<file path="config.mk">
export PLATFORM = sky130hd
export DESIGN_NAME = seq_multu_flat
export DESIGN_NICKNAME = d
export VERILOG_FILES = /design/src/rtl/seq_multu_if.sv /design/src/rtl/seq_multu.sv /design/src/flat_wrapper.sv
export SDC_FILE = /design/constraint.sdc
export NUM_CORES = 1
export LEC_CHECK = 0
export CAP_MARGIN = 15
export CORE_MARGIN = 5
export CORE_UTILIZATION = 58
export DETAILED_ROUTE_END_ITERATION = 7
export GPL_TIMING_DRIVEN = 0
export PLACE_DENSITY = 0.81
export SLEW_MARGIN = 20
export SYNTH_ARGS = -nofsm -noshare
export SYNTH_HDL_FRONTEND = slang
export SYNTH_SLANG_ARGS = --single-unit
</file>
<file path="constraint.sdc">
create_clock -name clk -period 8.6 [get_ports clk]
set_clock_uncertainty 0.05 [all_clocks]
set_input_delay 0.86 -clock clk [delete_from_list [all_inputs] [get_ports clk]]
set_output_delay 0.86 -clock clk [all_outputs]
set_load 0.05 [all_outputs]
</file>
<file path="src/rtl/seq_multu_if.sv">
// Request/operand/result bundle for the sequential unsigned multiplier.
interface seq_multu_if #(
  parameter int unsigned WIDTH = 32
);
  logic                 Multu;
  logic [WIDTH-1:0]     dataA;
  logic [WIDTH-1:0]     dataB;
  logic [2*WIDTH-1:0]   dataOut;

  modport master (output Multu, dataA, dataB, input dataOut);
  modport slave  (input Multu, dataA, dataB, output dataOut);
endinterface

</file>
<file path="src/rtl/seq_multu.sv">
// Shift-add unsigned WIDTH x WIDTH multiplier: one load edge plus WIDTH iteration
// edges; the product register only updates on the final iteration.
module seq_multu #(
  parameter int unsigned WIDTH = 32
) (
  input  logic        clk,
  input  logic        reset,
  seq_multu_if.slave  bus
);

  localparam int unsigned CW = $clog2(WIDTH) + 1;
  localparam logic [CW-1:0] LAST = CW'(WIDTH - 1);

  typedef enum logic {IDLE, RUN} state_t;

  state_t               state_q;
  logic [2*WIDTH-1:0]   mcand_q;
  logic [WIDTH-1:0]     mplier_q;
  logic [2*WIDTH-1:0]   prod_q;
  logic [CW-1:0]        cnt_q;
  logic [2*WIDTH-1:0]   dataout_q;
  logic [2*WIDTH-1:0]   sum_d;

  always_comb begin
    sum_d = prod_q;
    if (mplier_q[0]) sum_d = prod_q + mcand_q;
  end

  always_ff @(posedge clk or posedge reset) begin
    if (reset) begin
      state_q   <= IDLE;
      mcand_q   <= '0;
      mplier_q  <= '0;
      prod_q    <= '0;
      cnt_q     <= '0;
      dataout_q <= '0;
    end else begin
      case (state_q)
        IDLE: begin
          if (bus.Multu) begin
            mcand_q  <= {{WIDTH{1'b0}}, bus.dataA};
            mplier_q <= bus.dataB;
            prod_q   <= '0;
            cnt_q    <= '0;
            state_q  <= RUN;
          end
        end
        RUN: begin
          if (!bus.Multu) begin
            // Abort: partial product is simply abandoned.
            state_q <= IDLE;
          end else begin
            prod_q   <= sum_d;
            mcand_q  <= mcand_q << 1;
            mplier_q <= mplier_q >> 1;
            cnt_q    <= cnt_q + 1'b1;
            if (cnt_q == LAST) begin
              dataout_q <= sum_d;
              state_q   <= IDLE;
            end
          end
        end
        default: state_q <= IDLE;
      endcase
    end
  end

  assign bus.dataOut = dataout_q;

endmodule

</file>
<file path="src/flat_wrapper.sv">
// flat-port wrapper written by rule: the top's interface ports become plain ports
module seq_multu_flat 
#(
  parameter int unsigned WIDTH = 32
)
  (clk, reset, bus_Multu, bus_dataA, bus_dataB, bus_dataOut);
  seq_multu_if #(.WIDTH(WIDTH)) bus_i ();
  input  logic clk;
  input  logic reset;
  input wire logic [$bits(bus_i.Multu)-1:0] bus_Multu;
  input wire logic [$bits(bus_i.dataA)-1:0] bus_dataA;
  input wire logic [$bits(bus_i.dataB)-1:0] bus_dataB;
  output wire logic [$bits(bus_i.dataOut)-1:0] bus_dataOut;
  assign bus_i.Multu = bus_Multu;
  assign bus_i.dataA = bus_dataA;
  assign bus_i.dataB = bus_dataB;
  assign bus_dataOut = bus_i.dataOut;
  seq_multu #(.WIDTH(WIDTH)) u_core (.clk(clk), .reset(reset), .bus(bus_i));
endmodule
</file>
### After elaboration in Yosys (flattened, before gate mapping)

Cells that the tools add are included.
W data, S select, Z words.

| word-level totals | value |
|---|---|
| word-level logic and storage cells | 31 |
| flip-flop bits (word level) | 231 |

| cells by class | value |
|---|---|
| mux-type cells | 17 |
| bitwise operators | 1 |
| equality and inequality tests | 3 |
| reduce and logical (&&, ||, !) cells | 2 |
| add/sub/neg operators | 2 |

Operators with widths:

| cell | count |
|---|---|
| $mux W64 | 5 |
| $pmux W64 S2 | 2 |
| $add A64 B64 Y64 | 1 |
| $mux W32 | 2 |
| $pmux W32 S2 | 1 |
| $mux W6 | 2 |
| $pmux W6 S2 | 1 |
| $add A6 B1 Y6 const B | 1 |
| $eq A6 B5 Y1 const B | 1 |
| $ne A2 B2 Y1 const B | 2 |
| $mux W1 | 3 |
| $reduce_and A3 Y1 | 1 |
| $pmux W1 S2 | 1 |
| $reduce_and A2 Y1 | 1 |
| $not A1 Y1 | 1 |

### Longest topological paths before layout

Gate-level depths: netlist of run 1.

| depth | value |
|---|---|
| depth after elaboration | 4 |
| gate-level depth with buffers | 13 |

### Least setup slack after synthesis of run 1

Ideal clock, no wire load.

| timing path | value |
|---|---|
| path type | register -> register |
| start | register u_core.prod_q[0] |
| end | register u_core.dataout_q[52], in the netlist u_core.bus.dataOut[52] |
| buffers on the path | 0 |
| data required time | 8426 ps |
| cell stages (with the launch flop) | 14 |
| arrival | 3046 ps |
| path slack | 5381 ps |
| cell sequence | dfrtp_1 > ha_1 > inv_1 > fa_1 > nor2b_1 > o31ai_1 > a211oi_2 > a211oi_2 > or4_4 > nand2_4 > a31oi_4 > o41ai_4 > mux2i_1 > a211o_1 |

| between the ends | value |
|---|---|
| word-level cells in the longest chain between the ends | 2 |

RTL lines:

| what | line | source |
|---|---|---|
| start, declared | seq_multu.sv:19 | `logic [2*WIDTH-1:0] prod_q;` |
| start signal, assigned | seq_multu.sv:53 | `prod_q <= sum_d;` |
| $add A64 B64 Y64 | seq_multu.sv:26 | `if (mplier_q[0]) sum_d = prod_q + mcand_q;` |
| $mux W64 | seq_multu.sv:26 |  |
| end signal, assigned | seq_multu.sv:58 | `dataout_q <= sum_d;` |
| end, declared | seq_multu.sv:21 | `logic [2*WIDTH-1:0] dataout_q;` |

Every way passes these cells.
A chain may end at the register's enable or synchronous reset.

### Final worst setup path of run 1

| timing path | value |
|---|---|
| start | register u_core.mcand_q[0] |
| end | register u_core.dataout_q[58], in the netlist u_core.bus.dataOut[58] |

| between the ends | value |
|---|---|
| word-level cells in the longest chain between the ends | 2 |

RTL lines:

| what | line | source |
|---|---|---|
| start, declared | seq_multu.sv:17 | `logic [2*WIDTH-1:0] mcand_q;` |
| start signal, assigned | seq_multu.sv:41 | `mcand_q <= {{WIDTH{1'b0}}, bus.dataA};` |
| start signal, assigned | seq_multu.sv:54 | `mcand_q <= mcand_q << 1;` |
| $add A64 B64 Y64 | seq_multu.sv:26 |  |
| $mux W64 | seq_multu.sv:26 |  |

Every way passes these cells.

==> results of run 1 <==
per-stage QoR:
| step | utilization [%] | std cells | worst slack (ns) | hold WS, ns |
|---|---|---|---|---|
| 6_report | 69.8 | 1974 | 4.32 | 0.428 |
| 5_1_grt | 69.8 | 1974 | 4.19 | 0.443 |
| 4_1_cts | 69.8 | 1974 | 4.43 | 0.432 |
| 3_5_place_dp | 66.1 | 1932 | 4.50 | 0.420 |
| 3_3_place_gp | 65.8 | 1930 | -1.51 | 0.411 |
| 2_1_floorplan | - | 1482 | 1.36 | 0.410 |
state kept, by name, summed over array words and instances, names as in the netlist:
| register | flops |
|---|---|
| u_core.bus.dataOut | 64 |
| u_core.cnt_q | 6 |
| u_core.mcand_q | 64 |
| u_core.mplier_q | 32 |
| u_core.prod_q | 64 |
| u_core.state_q | 1 |
synthesized netlist by cell type, drive strengths merged, types with 2 or more instances:
master,instances,area (um^2)
dfrtp,231,5780
a21oi,161,806
o21ai,143,716
nor2,116,435
nand2,114,435
mux2i,106,1060
inv,66,248
clkbuf,65,244
ha,64,801
nand3,61,305
xnor2,40,350
a21o,34,257
buf,27,143
a22o,22,193
xor2,21,184
o2bb2ai,17,149
nand4,16,106
nor3,16,85.1
nor3b,16,125
o21bai,16,120
a211oi,12,100
a31oi,11,83.8
mux2,11,124
and2,9,57.6
and3,8,50.1
a211o,7,61.3
nand3b,7,52.6
a221o,6,61.3
o21a,6,45.0
o31ai,5,37.5
and4,4,37.5
nor2b,4,25.0
a221oi,3,38.8
a31o,3,26.3
or3,3,18.8
a32o,2,20.0
a41oi,2,17.5
nand2b,2,12.5
o211ai,2,15.0
o221ai,2,17.5
o311ai,2,17.5
o31a,2,17.5
o41ai,2,36.3
final timing paths:
kind / to / slack (ns) / start / cells past startpoint
max: u_core.bus.dataOut[58]$_DFFE_PP0P_ / 4.32 / u_core.mcand_q[0]$_DFFE_PP0P_ / 13
min: u_core.bus.dataOut[33]$_DFFE_PP0P_ / 0.43 / u_core.bus.dataOut[33]$_DFFE_PP0P_ / 2
min in group asynchronous: u_core.bus.dataOut[13]$_DFFE_PP0P_ / 0.62 / reset / 2
max reg2reg: u_core.bus.dataOut[58]$_DFFE_PP0P_ / 4.32 / u_core.mcand_q[0]$_DFFE_PP0P_ / 13
max in group asynchronous: u_core.mplier_q[16]$_DFFE_PP0P_ / 7.11 / reset / 3
min reg2reg: u_core.bus.dataOut[33]$_DFFE_PP0P_ / 0.43 / u_core.bus.dataOut[33]$_DFFE_PP0P_ / 2
power by group through the flow:
stage	clock (mW)	sequential, mW	combinational, mW
6_report	1.15	1.30	1.41
2_1_floorplan	0	1.28	0.997
3_3_place_gp	0	1.31	1.34
3_5_place_dp	0	1.31	1.37
5_1_grt	1.21	1.31	1.54
4_1_cts	1.16	1.29	1.38
metal layers:
metal | global-route usage, % | vias to the layer above
met5 | 0 | -
met4 | 8.65 | 2
met3 | 5.35 | 77
met1 | 45.8 | 5937
met2 | 48.5 | 534
li1 | - | 5645
kinds of logic after synthesis:
| family | count (synthesis) | synth area share, % |
|---|---|---|
| DFF | 231 | 42.3 |
| xor gates and xnor gates | 61 | 3.91 |
| buffers and inverters | 159 | 4.67 |
| muxes | 117 | 8.67 |
| adders and majority gates | 65 | 6.01 |
| AOI/OAI and AO/OA | 469 | 21.4 |
| and+or+nand+nor | 380 | 13.0 |
layout by cell type, fill, tap and decap left out, types with 8 or more instances in the layout:
| master | n |
|---|---|
| sky130_fd_sc_hd__xor2_1 | 21 |
| sky130_fd_sc_hd__a211oi_1 | 10 |
| sky130_fd_sc_hd__nor3_1 | 14 |
| sky130_fd_sc_hd__inv_1 | 65 |
| sky130_fd_sc_hd__nand4_1 | 15 |
| sky130_fd_sc_hd__a22o_1 | 22 |
| sky130_fd_sc_hd__nand3_1 | 61 |
| sky130_fd_sc_hd__buf_2 | 9 |
| sky130_fd_sc_hd__o21bai_1 | 16 |
| sky130_fd_sc_hd__clkbuf_16 | 27 |
| sky130_fd_sc_hd__a21oi_1 | 161 |
| sky130_fd_sc_hd__clkdlybuf4s50_1 | 129 |
| sky130_fd_sc_hd__mux2_2 | 11 |
| sky130_fd_sc_hd__mux2i_1 | 106 |
| sky130_fd_sc_hd__ha_1 | 64 |
| sky130_fd_sc_hd__dfrtp_1 | 231 |
| sky130_fd_sc_hd__and3_1 | 8 |
| sky130_fd_sc_hd__o21ai_0 | 140 |
| sky130_fd_sc_hd__buf_1 | 10 |
| sky130_fd_sc_hd__nor2_1 | 116 |
| sky130_fd_sc_hd__buf_4 | 8 |
| sky130_fd_sc_hd__nor3b_1 | 15 |
| sky130_fd_sc_hd__a21o_1 | 33 |
| sky130_fd_sc_hd__clkbuf_1 | 72 |
| sky130_fd_sc_hd__nand2_1 | 113 |
| sky130_fd_sc_hd__xnor2_1 | 40 |
| sky130_fd_sc_hd__o2bb2ai_1 | 17 |
| sky130_fd_sc_hd__a31oi_1 | 10 |
critical path: stages, from the launching register on:
cell and delay [ns]:
sky130_fd_sc_hd__dfrtp_1 0.40, sky130_fd_sc_hd__ha_1 0.20, sky130_fd_sc_hd__inv_1 0.06, sky130_fd_sc_hd__fa_1 0.42, sky130_fd_sc_hd__nor2b_1 0.22, sky130_fd_sc_hd__o31ai_1 0.16
sky130_fd_sc_hd__a211oi_1 0.53, sky130_fd_sc_hd__o2111a_1 0.30, sky130_fd_sc_hd__o2111ai_1 0.24, sky130_fd_sc_hd__a211oi_1 0.32, sky130_fd_sc_hd__nor2_1 0.17, sky130_fd_sc_hd__o31ai_1 0.61
sky130_fd_sc_hd__mux2i_1 0.18, sky130_fd_sc_hd__a211o_1 0.29
area by class of cell:
cell class	count	share of cell area [%]
flip-flops and latches	231	35.5
well taps	319	2.45
inverters	67	1.59
clock inverters	5	0.784
repair buffers	131	8.27
multi-input cells	1092	44.5
plain buffers	92	2.37
clock buffers	37	4.56
==> metrics.txt, run 1 <==
# TYPE chip_impl_metric gauge
chip_impl_metric{name="grt_remaining_overflow",unit=""} 0
chip_impl_metric{name="synth_async_sr_flop_share",unit="%"} 100
chip_impl_metric{name="critPathRequiredTime",unit="ns"} 8.96
chip_impl_metric{name="numPortBuffers",unit=""} 129
chip_impl_metric{name="cts-resized-gates",unit=""} 0
chip_impl_metric{name="worst_pin_slew",unit="ns"} 1.19
chip_impl_metric{name="vdd_ir_drop_max",unit="V"} 0.000199
chip_impl_metric{name="dr_wl_met3",unit="mm"} 3.72
chip_impl_metric{name="fin_area",unit="um^2"} 16300
chip_impl_metric{name="postCtsSetupRepairBufs",unit=""} 0
chip_impl_metric{name="syn-mean-instance-area",unit="um^2"} 9.22
chip_impl_info{name="worstHoldPathType",value="reg2reg"} 1
chip_impl_metric{name="die_h",unit="um"} 163
chip_impl_metric{name="cts_buffer_depth",unit=""} 3
chip_impl_metric{name="final_net_count",unit=""} 1773
chip_impl_metric{name="seqPwrFrac",unit="%"} 33.6
chip_impl_metric{name="clk_pin_slew_worst_paths",unit="ns"} 0.06
chip_impl_metric{name="postSynthRegisterBits",unit=""} 231
chip_impl_metric{name="tns",unit="ns"} 0
chip_impl_metric{name="wire_per_inst",unit="um"} 21.3
chip_impl_metric{name="design.die.area",unit="um^2"} 26700
chip_impl_metric{name="global_route.usage.total",unit="%"} 31.3
chip_impl_metric{name="power.switching_fraction",unit="%"} 36.6
chip_impl_metric{name="synth_enable_flop_cells",unit=""} 0
chip_impl_metric{name="routed_via_density",unit=""} 6.18
chip_impl_metric{name="routed-wl-met2",unit="mm"} 18.6
chip_impl_info{name="cts_tree",value="built"} 1
chip_impl_metric{name="power.combinational.fraction",unit="%"} 36.6
chip_impl_metric{name="synth_cells",unit=""} 1482
chip_impl_metric{name="grt_pass1_vias",unit=""} 11800
chip_impl_metric{name="gp_congestion",unit=""} 0.990
chip_impl_metric{name="route.layer.met1.wl",unit="mm"} 18.5
chip_impl_metric{name="grt_first_pass_wirelength",unit="mm"} 65.8
chip_impl_metric{name="dp.final_hpwl",unit="mm"} 31.3
chip_impl_metric{name="cts_hold_buffers",unit=""} 0
chip_impl_metric{name="num_vias",unit=""} 12200
chip_impl_metric{name="min_period_over_period",unit="%"} 49.8
chip_impl_metric{name="crit_fanout",unit=""} 5
chip_impl_metric{name="tritoncts.num_buffers",unit=""} 26
chip_impl_metric{name="initial_antenna_violation_count",unit=""} 2
chip_impl_metric{name="multi_input_area",unit="um^2"} 7250
chip_impl_metric{name="filler_cell_count",unit=""} 1866
chip_impl_metric{name="switchingPower",unit="mW"} 1.41
chip_impl_metric{name="clkLatencyLatePin",unit="ns"} 0.54
chip_impl_metric{name="power",unit="mW"} 3.86
chip_impl_metric{name="largest_net_degree_at_the_start_of_global_routing",unit=""} 109
chip_impl_metric{name="netlist_area",unit="um^2"} 13700
chip_impl_metric{name="power_leakage",unit="nW"} 7.36
chip_impl_metric{name="pwr-share-clk",unit="%"} 29.8
chip_impl_metric{name="antenna_left",unit=""} 0
chip_impl_metric{name="relSlewSlack",unit="%"} 20.7
chip_impl_info{name="cp-start-kind",value="flop"} 1
chip_impl_metric{name="synth_sequential_area_ratio",unit="%"} 42.3
chip_impl_metric{name="area.sequential",unit="um^2"} 5780
chip_impl_metric{name="fmaxAchievable",unit="MHz"} 234
chip_impl_metric{name="drt-pass1-iter-count",unit=""} 5
chip_impl_metric{name="initial_utilization",unit="%"} 58.5
chip_impl_metric{name="drt-initial-drc-count",unit=""} 1156
chip_impl_metric{name="ys.warnings.count",unit=""} 0
chip_impl_metric{name="core-area",unit="um^2"} 23300
chip_impl_metric{name="final-hold-violation-count",unit=""} 0
chip_impl_metric{name="cts-htree-levels",unit=""} 1
chip_impl_metric{name="setup_failing_eps_final",unit=""} 0
chip_impl_info{name="cts_root_buf",value="sky130_fd_sc_hd__clkbuf_16"} 1
chip_impl_info{name="crit_type",value="reg2reg"} 1
chip_impl_metric{name="floorplan.rows",unit=""} 56
chip_impl_metric{name="placement.cell_area",unit="um^2"} 15400
chip_impl_metric{name="cellInternalPower",unit="mW"} 2.45
chip_impl_metric{name="post_route_cells_drive_above_1_share",unit="%"} 5.38
chip_impl_metric{name="route.final.wire_length",unit="mm"} 42.0
chip_impl_metric{name="synth_cell_types",unit=""} 74
chip_impl_metric{name="mappedNetlistNets",unit=""} 1614
chip_impl_metric{name="timing_max_transition_violations_final",unit=""} 0
chip_impl_metric{name="antenna_cells_inserted",unit=""} 0
chip_impl_metric{name="area_growth_syn_to_layout",unit="%"} 19.2
chip_impl_metric{name="design.portCount",unit=""} 131
chip_impl_metric{name="power.density",unit="nW/um^2"} 237
chip_impl_info{name="synth_flop_cell",value="sky130_fd_sc_hd__dfrtp_1"} 1
chip_impl_info{name="type_of_element_capturing_the_critical_path",value="flop"} 1
chip_impl_info{name="top_signal_layer_used",value="met5"} 1
chip_impl_info{name="run_status",value="completed"} 1
chip_impl_metric{name="maxCapViolCount",unit=""} 0
chip_impl_metric{name="remaining_drc_errors",unit=""} 0
chip_impl_info{name="setup_repair_after_global_routing_missed_its_margin",value="no"} 1
chip_impl_metric{name="period_needed",unit="ns"} 4.28
chip_impl_metric{name="chipWidth",unit="um"} 163
chip_impl_metric{name="cp_data_arrival_time",unit="ns"} 4.64
chip_impl_metric{name="tritoncts_num_sinks",unit=""} 231
No activity file was read; power rests on OpenSTA's default activity.
==> run 2, diff against run 1 <==
clock period = 4.1 ns   (was 8.6 ns; I/O delays follow)
==> metrics.txt, run 2 (synthesized netlist as in run 1, its figures left out) <==
# TYPE chip_impl_metric gauge
chip_impl_metric{name="power_leakage",unit="nW"} 7.41
chip_impl_info{name="worstHoldPathType",value="in2async"} 1
chip_impl_metric{name="largest_net_degree_at_the_start_of_global_routing",unit=""} 35
chip_impl_info{name="series_of_cell_instances_along_the_critical_path",value="ha_1 > inv_1 > fa_1 > nor2b_1 > o31ai_1 > a211oi_2 > a211oi_2 > or4_4 > a211oi_1 > a211oi_1 > o21ai_1 > mux2i_1 > a211o_1"} 1
chip_impl_metric{name="setup_slack_reg_to_reg",unit="ns"} 0.18
chip_impl_metric{name="cp_slowest_stage_delay",unit="ns"} 0.59
chip_impl_metric{name="post_route_cells_drive_above_1_share",unit="%"} 6.25
chip_impl_info{name="cts_root_buf",value="sky130_fd_sc_hd__clkbuf_16"} 1
chip_impl_metric{name="numPortBuffers",unit=""} 129
chip_impl_metric{name="critPathRequiredTime",unit="ns"} 4.45
chip_impl_metric{name="antenna_left",unit=""} 0
chip_impl_info{name="cts_tree",value="built"} 1
chip_impl_metric{name="cp_data_arrival_time",unit="ns"} 4.27
chip_impl_info{name="run_status",value="completed"} 1
chip_impl_metric{name="drt-pass1-iter-count",unit=""} 5
chip_impl_metric{name="cts-resized-gates",unit=""} 1
chip_impl_metric{name="wire_per_inst",unit="um"} 21.2
chip_impl_info{name="critical-path-top-delay-family",value="compound AO/OA/AOI/OAI gates"} 1
chip_impl_metric{name="maxCapViolCount",unit=""} 0
chip_impl_metric{name="gp_congestion",unit=""} 0.974
chip_impl_metric{name="vdd_ir_drop_max",unit="V"} 0.000398
chip_impl_metric{name="tritoncts.num_buffers",unit=""} 25
chip_impl_metric{name="cts_buffer_depth",unit=""} 3
chip_impl_metric{name="tns",unit="ns"} 0
chip_impl_metric{name="utilization",unit="%"} 70.4
chip_impl_metric{name="floorplan.rows",unit=""} 56
chip_impl_info{name="top_library_cells_by_usage_in_the_layout_fill_and_taps_aside",value="231 x sky130_fd_sc_hd__dfrtp_1, 161 x sky130_fd_sc_hd__a21oi_1, 140 x sky130_fd_sc_hd__o21ai_0"} 1
chip_impl_metric{name="route.layer.met1.wl",unit="mm"} 18.6
chip_impl_metric{name="worst_pin_slew",unit="ns"} 1.18
chip_impl_info{name="setup_repair_after_global_routing_missed_its_margin",value="no"} 1
chip_impl_metric{name="cts_hold_buffers",unit=""} 0
chip_impl_metric{name="chipWidth",unit="um"} 163
chip_impl_metric{name="multi_input_area",unit="um^2"} 7270
chip_impl_metric{name="routed-wl-met2",unit="mm"} 18.6
chip_impl_metric{name="tritoncts_num_sinks",unit=""} 231
chip_impl_metric{name="core-area",unit="um^2"} 23300
chip_impl_metric{name="route.final.wire_length",unit="mm"} 42.1
chip_impl_metric{name="design.portCount",unit=""} 131
chip_impl_metric{name="remaining_drc_errors",unit=""} 0
chip_impl_metric{name="dp.final_hpwl",unit="mm"} 32.0
chip_impl_info{name="type_of_element_capturing_the_critical_path",value="flop"} 1
chip_impl_metric{name="area.sequential",unit="um^2"} 5780
chip_impl_metric{name="power.density",unit="nW/um^2"} 494
chip_impl_metric{name="global_route.usage.total",unit="%"} 31.6
chip_impl_metric{name="timing_max_transition_violations_final",unit=""} 0
chip_impl_metric{name="dr_wl_met3",unit="mm"} 3.64
chip_impl_metric{name="min_period_over_period",unit="%"} 95.6
chip_impl_info{name="top_signal_layer_used",value="met4"} 1
chip_impl_metric{name="cts-htree-levels",unit=""} 1
chip_impl_metric{name="worst_r2r_path_depth",unit=""} 13
chip_impl_info{name="cp-start-kind",value="flop"} 1
chip_impl_metric{name="drt-initial-drc-count",unit=""} 1143
chip_impl_metric{name="area_growth_syn_to_layout",unit="%"} 20.2
chip_impl_metric{name="fmaxAchievable",unit="MHz"} 255
chip_impl_metric{name="antenna_cells_inserted",unit=""} 0
chip_impl_metric{name="final-hold-violation-count",unit=""} 0
chip_impl_metric{name="initial_antenna_violation_count",unit=""} 0
chip_impl_metric{name="die_h",unit="um"} 163
chip_impl_metric{name="num_vias",unit=""} 12100
chip_impl_metric{name="setup_failing_eps_final",unit=""} 0
chip_impl_metric{name="final-instance-count-excl-fill",unit=""} 1982
chip_impl_metric{name="final_net_count",unit=""} 1777
chip_impl_metric{name="routed_via_density",unit=""} 6.10
chip_impl_metric{name="grt_remaining_overflow",unit=""} 0
chip_impl_metric{name="initial_utilization",unit="%"} 58.5
chip_impl_metric{name="crit_fanout",unit=""} 4
chip_impl_metric{name="worst-path-buf-inv",unit=""} 1
chip_impl_info{name="worst_r2r_endpoint",value="u_core.bus.dataOut[60]$_DFFE_PP0P_"} 1
chip_impl_metric{name="filler_cell_count",unit=""} 1880
chip_impl_info{name="crit_type",value="reg2reg"} 1
chip_impl_info{name="worstReg2RegStart",value="u_core.mcand_q[0]$_DFFE_PP0P_"} 1
chip_impl_metric{name="design.die.area",unit="um^2"} 26700
chip_impl_metric{name="grt_first_pass_wirelength",unit="mm"} 66.2
chip_impl_metric{name="grt_pass1_vias",unit=""} 11800
chip_impl_metric{name="postCtsSetupRepairBufs",unit=""} 0
chip_impl_metric{name="period_needed",unit="ns"} 3.92
chip_impl_metric{name="dpl.cell_count",unit=""} 1937
chip_impl_metric{name="clkLatencyLatePin",unit="ns"} 0.53
chip_impl_metric{name="clk_pin_slew_worst_paths",unit="ns"} 0.06
chip_impl_metric{name="relSlewSlack",unit="%"} 21.5
chip_impl_info{name="final_common_cell",value="sky130_fd_sc_hd__dfrtp_1"} 1
chip_impl_info{name="crit_slowest_cell",value="sky130_fd_sc_hd__or4_4"} 1
[run 2: cell count changes in the layout (fill, tap and decap cells not counted), sizes merged]
cell / before / now
buf: 29 / 34
clkinvlp: 1 / 4
clkinv: 1 / 3
clkbuf: 102 / 101
inv: 66 / 65
[run 2: power breakdown]
| group | switching [mW] | total [mW] | leakage, nW | internal (mW) |
|---|---|---|---|---|
| combinational | 1.83 | 2.97 | 3.98 | 1.14 |
| clock | 0.923 | 2.42 | 0.428 | 1.50 |
| sequential | 0.213 | 2.72 | 3.00 | 2.51 |
| total | 2.97 | 8.11 | 7.41 | 5.14 |
[run 2: how the worst max path moves through the flow]
stage                                             start                                  to  slack, ns  depth (start not counted)
after floorplan                                   reset   u_core.bus.dataOut[0]$_DFFE_PP0P_       0.62                          1
after global placement                            reset     u_core.mplier_q[22]$_DFFE_PP0P_      -1.10                          2
after detailed placement  u_core.mcand_q[0]$_DFFE_PP0P_  u_core.bus.dataOut[58]$_DFFE_PP0P_     -0.002                         13
after CTS                 u_core.mcand_q[0]$_DFFE_PP0P_  u_core.bus.dataOut[54]$_DFFE_PP0P_       0.05                         13
after global routing      u_core.mcand_q[0]$_DFFE_PP0P_  u_core.bus.dataOut[60]$_DFFE_PP0P_      0.006                         13
final                     u_core.mcand_q[0]$_DFFE_PP0P_  u_core.bus.dataOut[60]$_DFFE_PP0P_       0.18                         13
[run 2: final cells by class]
type / count / area share [%]
inverters: 67 / 1.55
clock inverters: 9 / 0.930
clock buffers: 36 / 4.49
flip-flops and latches: 231 / 35.2
well taps: 319 / 2.43
multi-input cells: 1092 / 44.3
repair buffers: 136 / 8.76
plain buffers: 92 / 2.35
[run 2: layer usage]
| metal | vias up | GRT usage, % |
|---|---|---|
| li1 | 5654 | - |
| met1 | 5892 | 45.1 |
| met2 | 469 | 48.8 |
| met3 | 82 | 6.76 |
| met4 | 0 | 9.42 |
| met5 | - | 0 |
[run 2: stage by stage]
| stage | instance area (um^2) | total power, mW | setup WS [ns] | hold slack (ns) |
|---|---|---|---|---|
| 3_5_place_dp | 15500 | 5.63 | -0.00243 | 0.420 |
| 2_1_floorplan | 13700 | 4.77 | 0.618 | 0.410 |
| 6_report | 16400 | 8.11 | 0.178 | 0.269 |
| 4_1_cts | 16400 | 8.05 | 0.0458 | 0.273 |
| 5_1_grt | 16400 | 8.53 | 0.00550 | 0.323 |
| 3_3_place_gp | 15400 | 5.56 | -1.10 | 0.410 |
==> run 3, diff against run 2 <==
CORE_MARGIN = 10   (was 5)
CORE_UTILIZATION = 65   (was 58)
DONT_BUFFER_PORTS = 1   (was default)
==> metrics.txt, run 3 (synthesized netlist as in run 1, its figures left out) <==
# TYPE chip_impl_metric gauge
chip_impl_metric{name="min_period_over_period",unit="%"} 95.4
chip_impl_metric{name="grt_first_pass_wirelength",unit="mm"} 65.2
chip_impl_info{name="top_library_cells_by_usage_in_the_layout_fill_and_taps_aside",value="231 x sky130_fd_sc_hd__dfrtp_1, 161 x sky130_fd_sc_hd__a21oi_1, 140 x sky130_fd_sc_hd__o21ai_0"} 1
chip_impl_metric{name="postLayoutSetupSlackWorst",unit="ns"} 0.188
chip_impl_info{name="worst_r2r_endpoint",value="u_core.bus.dataOut[58]$_DFFE_PP0P_"} 1
chip_impl_metric{name="remaining_drc_errors",unit=""} 0
chip_impl_metric{name="pre_cts_slack",unit="ns"} 0.120
chip_impl_metric{name="cellInternalPower",unit="mW"} 4.91
chip_impl_metric{name="worst_r2r_path_depth",unit=""} 13
chip_impl_metric{name="switchingPower",unit="mW"} 2.95
chip_impl_metric{name="setup_slack_reg_to_reg",unit="ns"} 0.19
chip_impl_metric{name="crit_fanout",unit=""} 5
chip_impl_metric{name="grt.met3_usage",unit="%"} 9.48
chip_impl_metric{name="wire_per_inst",unit="um"} 23.0
chip_impl_metric{name="drt-pass1-iter-count",unit=""} 5
chip_impl_info{name="timing.hold.worst.start",value="bus_dataA[12]"} 1
chip_impl_info{name="type_of_element_capturing_the_critical_path",value="flop"} 1
chip_impl_info{name="global_routing_s_busiest_layer",value="met2"} 1
chip_impl_metric{name="initial_utilization",unit="%"} 66.9
chip_impl_metric{name="routed_via_density",unit=""} 6.57
chip_impl_metric{name="power_leakage",unit="nW"} 6.93
chip_impl_metric{name="dp.final_hpwl",unit="mm"} 30.9
chip_impl_metric{name="area_growth_syn_to_layout",unit="%"} 9.92
chip_impl_metric{name="global_route.usage.total",unit="%"} 30.3
chip_impl_info{name="worst_hold_path.endpoint",value="u_core.mcand_q[12]$_DFFE_PP0P_"} 1
chip_impl_metric{name="largest_net_degree_at_the_start_of_global_routing",unit=""} 35
chip_impl_metric{name="cts-htree-levels",unit=""} 1
chip_impl_metric{name="tritoncts_num_sinks",unit=""} 231
chip_impl_metric{name="gp_congestion",unit=""} 0.974
chip_impl_metric{name="timing.hold.ws",unit="ns"} 0.0427
chip_impl_metric{name="design.portCount",unit=""} 131
chip_impl_metric{name="vdd_ir_drop_max",unit="V"} 0.000454
chip_impl_metric{name="route.final.wire_length",unit="mm"} 41.6
chip_impl_metric{name="core-area",unit="um^2"} 20400
chip_impl_metric{name="relSlewSlack",unit="%"} 16.3
chip_impl_metric{name="maxCapViolCount",unit=""} 0
chip_impl_metric{name="power.density",unit="nW/um^2"} 524
chip_impl_metric{name="tritoncts.num_buffers",unit=""} 24
chip_impl_metric{name="period_needed",unit="ns"} 3.91
chip_impl_metric{name="die_h",unit="um"} 165
chip_impl_metric{name="setup_failing_eps_final",unit=""} 0
chip_impl_metric{name="grt_remaining_overflow",unit=""} 0
chip_impl_metric{name="cts_buffer_depth",unit=""} 3
chip_impl_metric{name="cp_data_arrival_time",unit="ns"} 4.28
chip_impl_metric{name="fmaxAchievable",unit="MHz"} 256
chip_impl_info{name="cp-start-kind",value="flop"} 1
chip_impl_info{name="run_status",value="completed"} 1
chip_impl_info{name="final_common_cell",value="sky130_fd_sc_hd__dfrtp_1"} 1
chip_impl_metric{name="pwr-share-clk",unit="%"} 28.8
chip_impl_info{name="worstHoldPathType",value="in2reg"} 1
chip_impl_metric{name="final_net_count",unit=""} 1650
chip_impl_metric{name="power.switching_fraction",unit="%"} 37.5
chip_impl_metric{name="clk_pin_slew_worst_paths",unit="ns"} 0.07
chip_impl_metric{name="post_route_cells_drive_above_1_share",unit="%"} 6.71
chip_impl_info{name="cts_root_buf",value="sky130_fd_sc_hd__clkbuf_16"} 1
chip_impl_metric{name="antenna_left",unit=""} 0
chip_impl_info{name="cts_tree",value="built"} 1
chip_impl_metric{name="seqPwrFrac",unit="%"} 34.6
chip_impl_metric{name="critPathRequiredTime",unit="ns"} 4.47
chip_impl_metric{name="initial_antenna_violation_count",unit=""} 2
chip_impl_metric{name="floorplan.rows",unit=""} 52
chip_impl_metric{name="design.die.area",unit="um^2"} 27200
chip_impl_metric{name="chipWidth",unit="um"} 165
chip_impl_metric{name="globalRouteMet2Util",unit="%"} 45.2
chip_impl_metric{name="drt-initial-drc-count",unit=""} 1147
chip_impl_metric{name="worst_pin_slew",unit="ns"} 1.25
chip_impl_metric{name="min_path_cells",unit=""} 2
chip_impl_metric{name="numPortBuffers",unit=""} 0
chip_impl_metric{name="timing_max_transition_violations_final",unit=""} 0
chip_impl_metric{name="power.combinational.fraction",unit="%"} 36.6
chip_impl_metric{name="clkLatencyLatePin",unit="ns"} 0.53
chip_impl_metric{name="groute.layer.met1.usage",unit="%"} 41.5
chip_impl_metric{name="final-hold-violation-count",unit=""} 0
chip_impl_info{name="setup_repair_after_global_routing_missed_its_margin",value="no"} 1
chip_impl_metric{name="num_vias",unit=""} 11900
chip_impl_info{name="crit_type",value="reg2reg"} 1
chip_impl_info{name="worstReg2RegStart",value="u_core.mcand_q[0]$_DFFE_PP0P_"} 1
chip_impl_metric{name="postCtsSetupRepairBufs",unit=""} 0
chip_impl_metric{name="grt_pass1_vias",unit=""} 11500
==> run 3: cell types whose count changed in the layout (fill, tap and decap cells not counted), sizes merged <==
cell and delta:
clkinv +3, clkinvlp -2, bufinv -3, clkdlybuf4s50 -129, dlygate4sd3 +3, inv +1
diode +1, clkbuf -1
==> run 3: worst max path at each step <==
stage	cells past startpoint	startpoint	end	slack, ns
2_1_floorplan	1	reset	u_core.bus.dataOut[0]$_DFFE_PP0P_	0.62
3_3_place_gp	1	reset	u_core.mplier_q[20]$_DFFE_PP0P_	-0.56
3_5_place_dp	13	u_core.mcand_q[0]$_DFFE_PP0P_	u_core.bus.dataOut[58]$_DFFE_PP0P_	0.12
5_1_grt	11	u_core.prod_q[3]$_DFFE_PP0P_	u_core.bus.dataOut[57]$_DFFE_PP0P_	0.06
4_1_cts	13	u_core.mcand_q[0]$_DFFE_PP0P_	u_core.bus.dataOut[62]$_DFFE_PP0P_	0.10
6_report	13	u_core.mcand_q[0]$_DFFE_PP0P_	u_core.bus.dataOut[58]$_DFFE_PP0P_	0.19
==> run 3: timing repair <==
item | CTS | global route
setup endpoints to repair | 0 | 4
hold endpoints to repair | 26 | 0
hold buffers | 3 | 0
gates resized for setup | 0 | 4
==> run 3: stage by stage <==
stage               utilization (%)  total power, mW  TNS (ns)  instances  instance area (um^2)
floorplan                         -             4.77         0       1482                 13700
global placement               68.5             5.46   -122.46       1752                 14000
detailed placement             69.2             5.52         0       1759                 14100
CTS                            73.4             7.80         0       1805                 15000
global route                   73.5             8.28         0       1806                 15000
finish                         73.5             7.86         0       1806                 15000
==> run 3: final cells by class <==
type | instances | area [um^2]
diodes | 1 | 2.50
plain buffers | 92 | 387
clock buffers | 35 | 743
clock inverters | 8 | 75.1
fillers | 1562 | 5420
inverters | 67 | 255
multi-input cells | 1092 | 7260
flip-flops and latches | 231 | 5780
well taps | 270 | 338
repair buffers | 10 | 170
==> run 3: power by group through the flow <==
stage               registers [mW]  logic (mW)  clock network [mW]
finish                        2.72        2.88                2.26
global route                  2.74        3.17                2.37
CTS                           2.71        2.81                2.27
detailed placement            2.75        2.78                   0
global placement              2.74        2.72                   0
floorplan                     2.68        2.09                   0
==> run 3: per-layer routing <==
metal  vias up  wire length (um)
met5         -                13
met4         2              1230
met3        87              4850
li1       5392                 -
met1      5790             17200
met2       596             18300
==> run 3: worst max-delay path: stages, from the launching register on <==
cell,delay [ns]
sky130_fd_sc_hd__dfrtp_1,0.40
sky130_fd_sc_hd__ha_1,0.19
sky130_fd_sc_hd__inv_1,0.05
sky130_fd_sc_hd__fa_1,0.40
sky130_fd_sc_hd__nor2b_1,0.23
sky130_fd_sc_hd__o31ai_1,0.17
sky130_fd_sc_hd__a211oi_1,0.43
sky130_fd_sc_hd__o2111a_1,0.29
sky130_fd_sc_hd__o2111ai_1,0.23
sky130_fd_sc_hd__a211oi_1,0.32
sky130_fd_sc_hd__nor2_1,0.19
sky130_fd_sc_hd__o31ai_2,0.40
sky130_fd_sc_hd__mux2i_1,0.17
sky130_fd_sc_hd__a211o_1,0.28
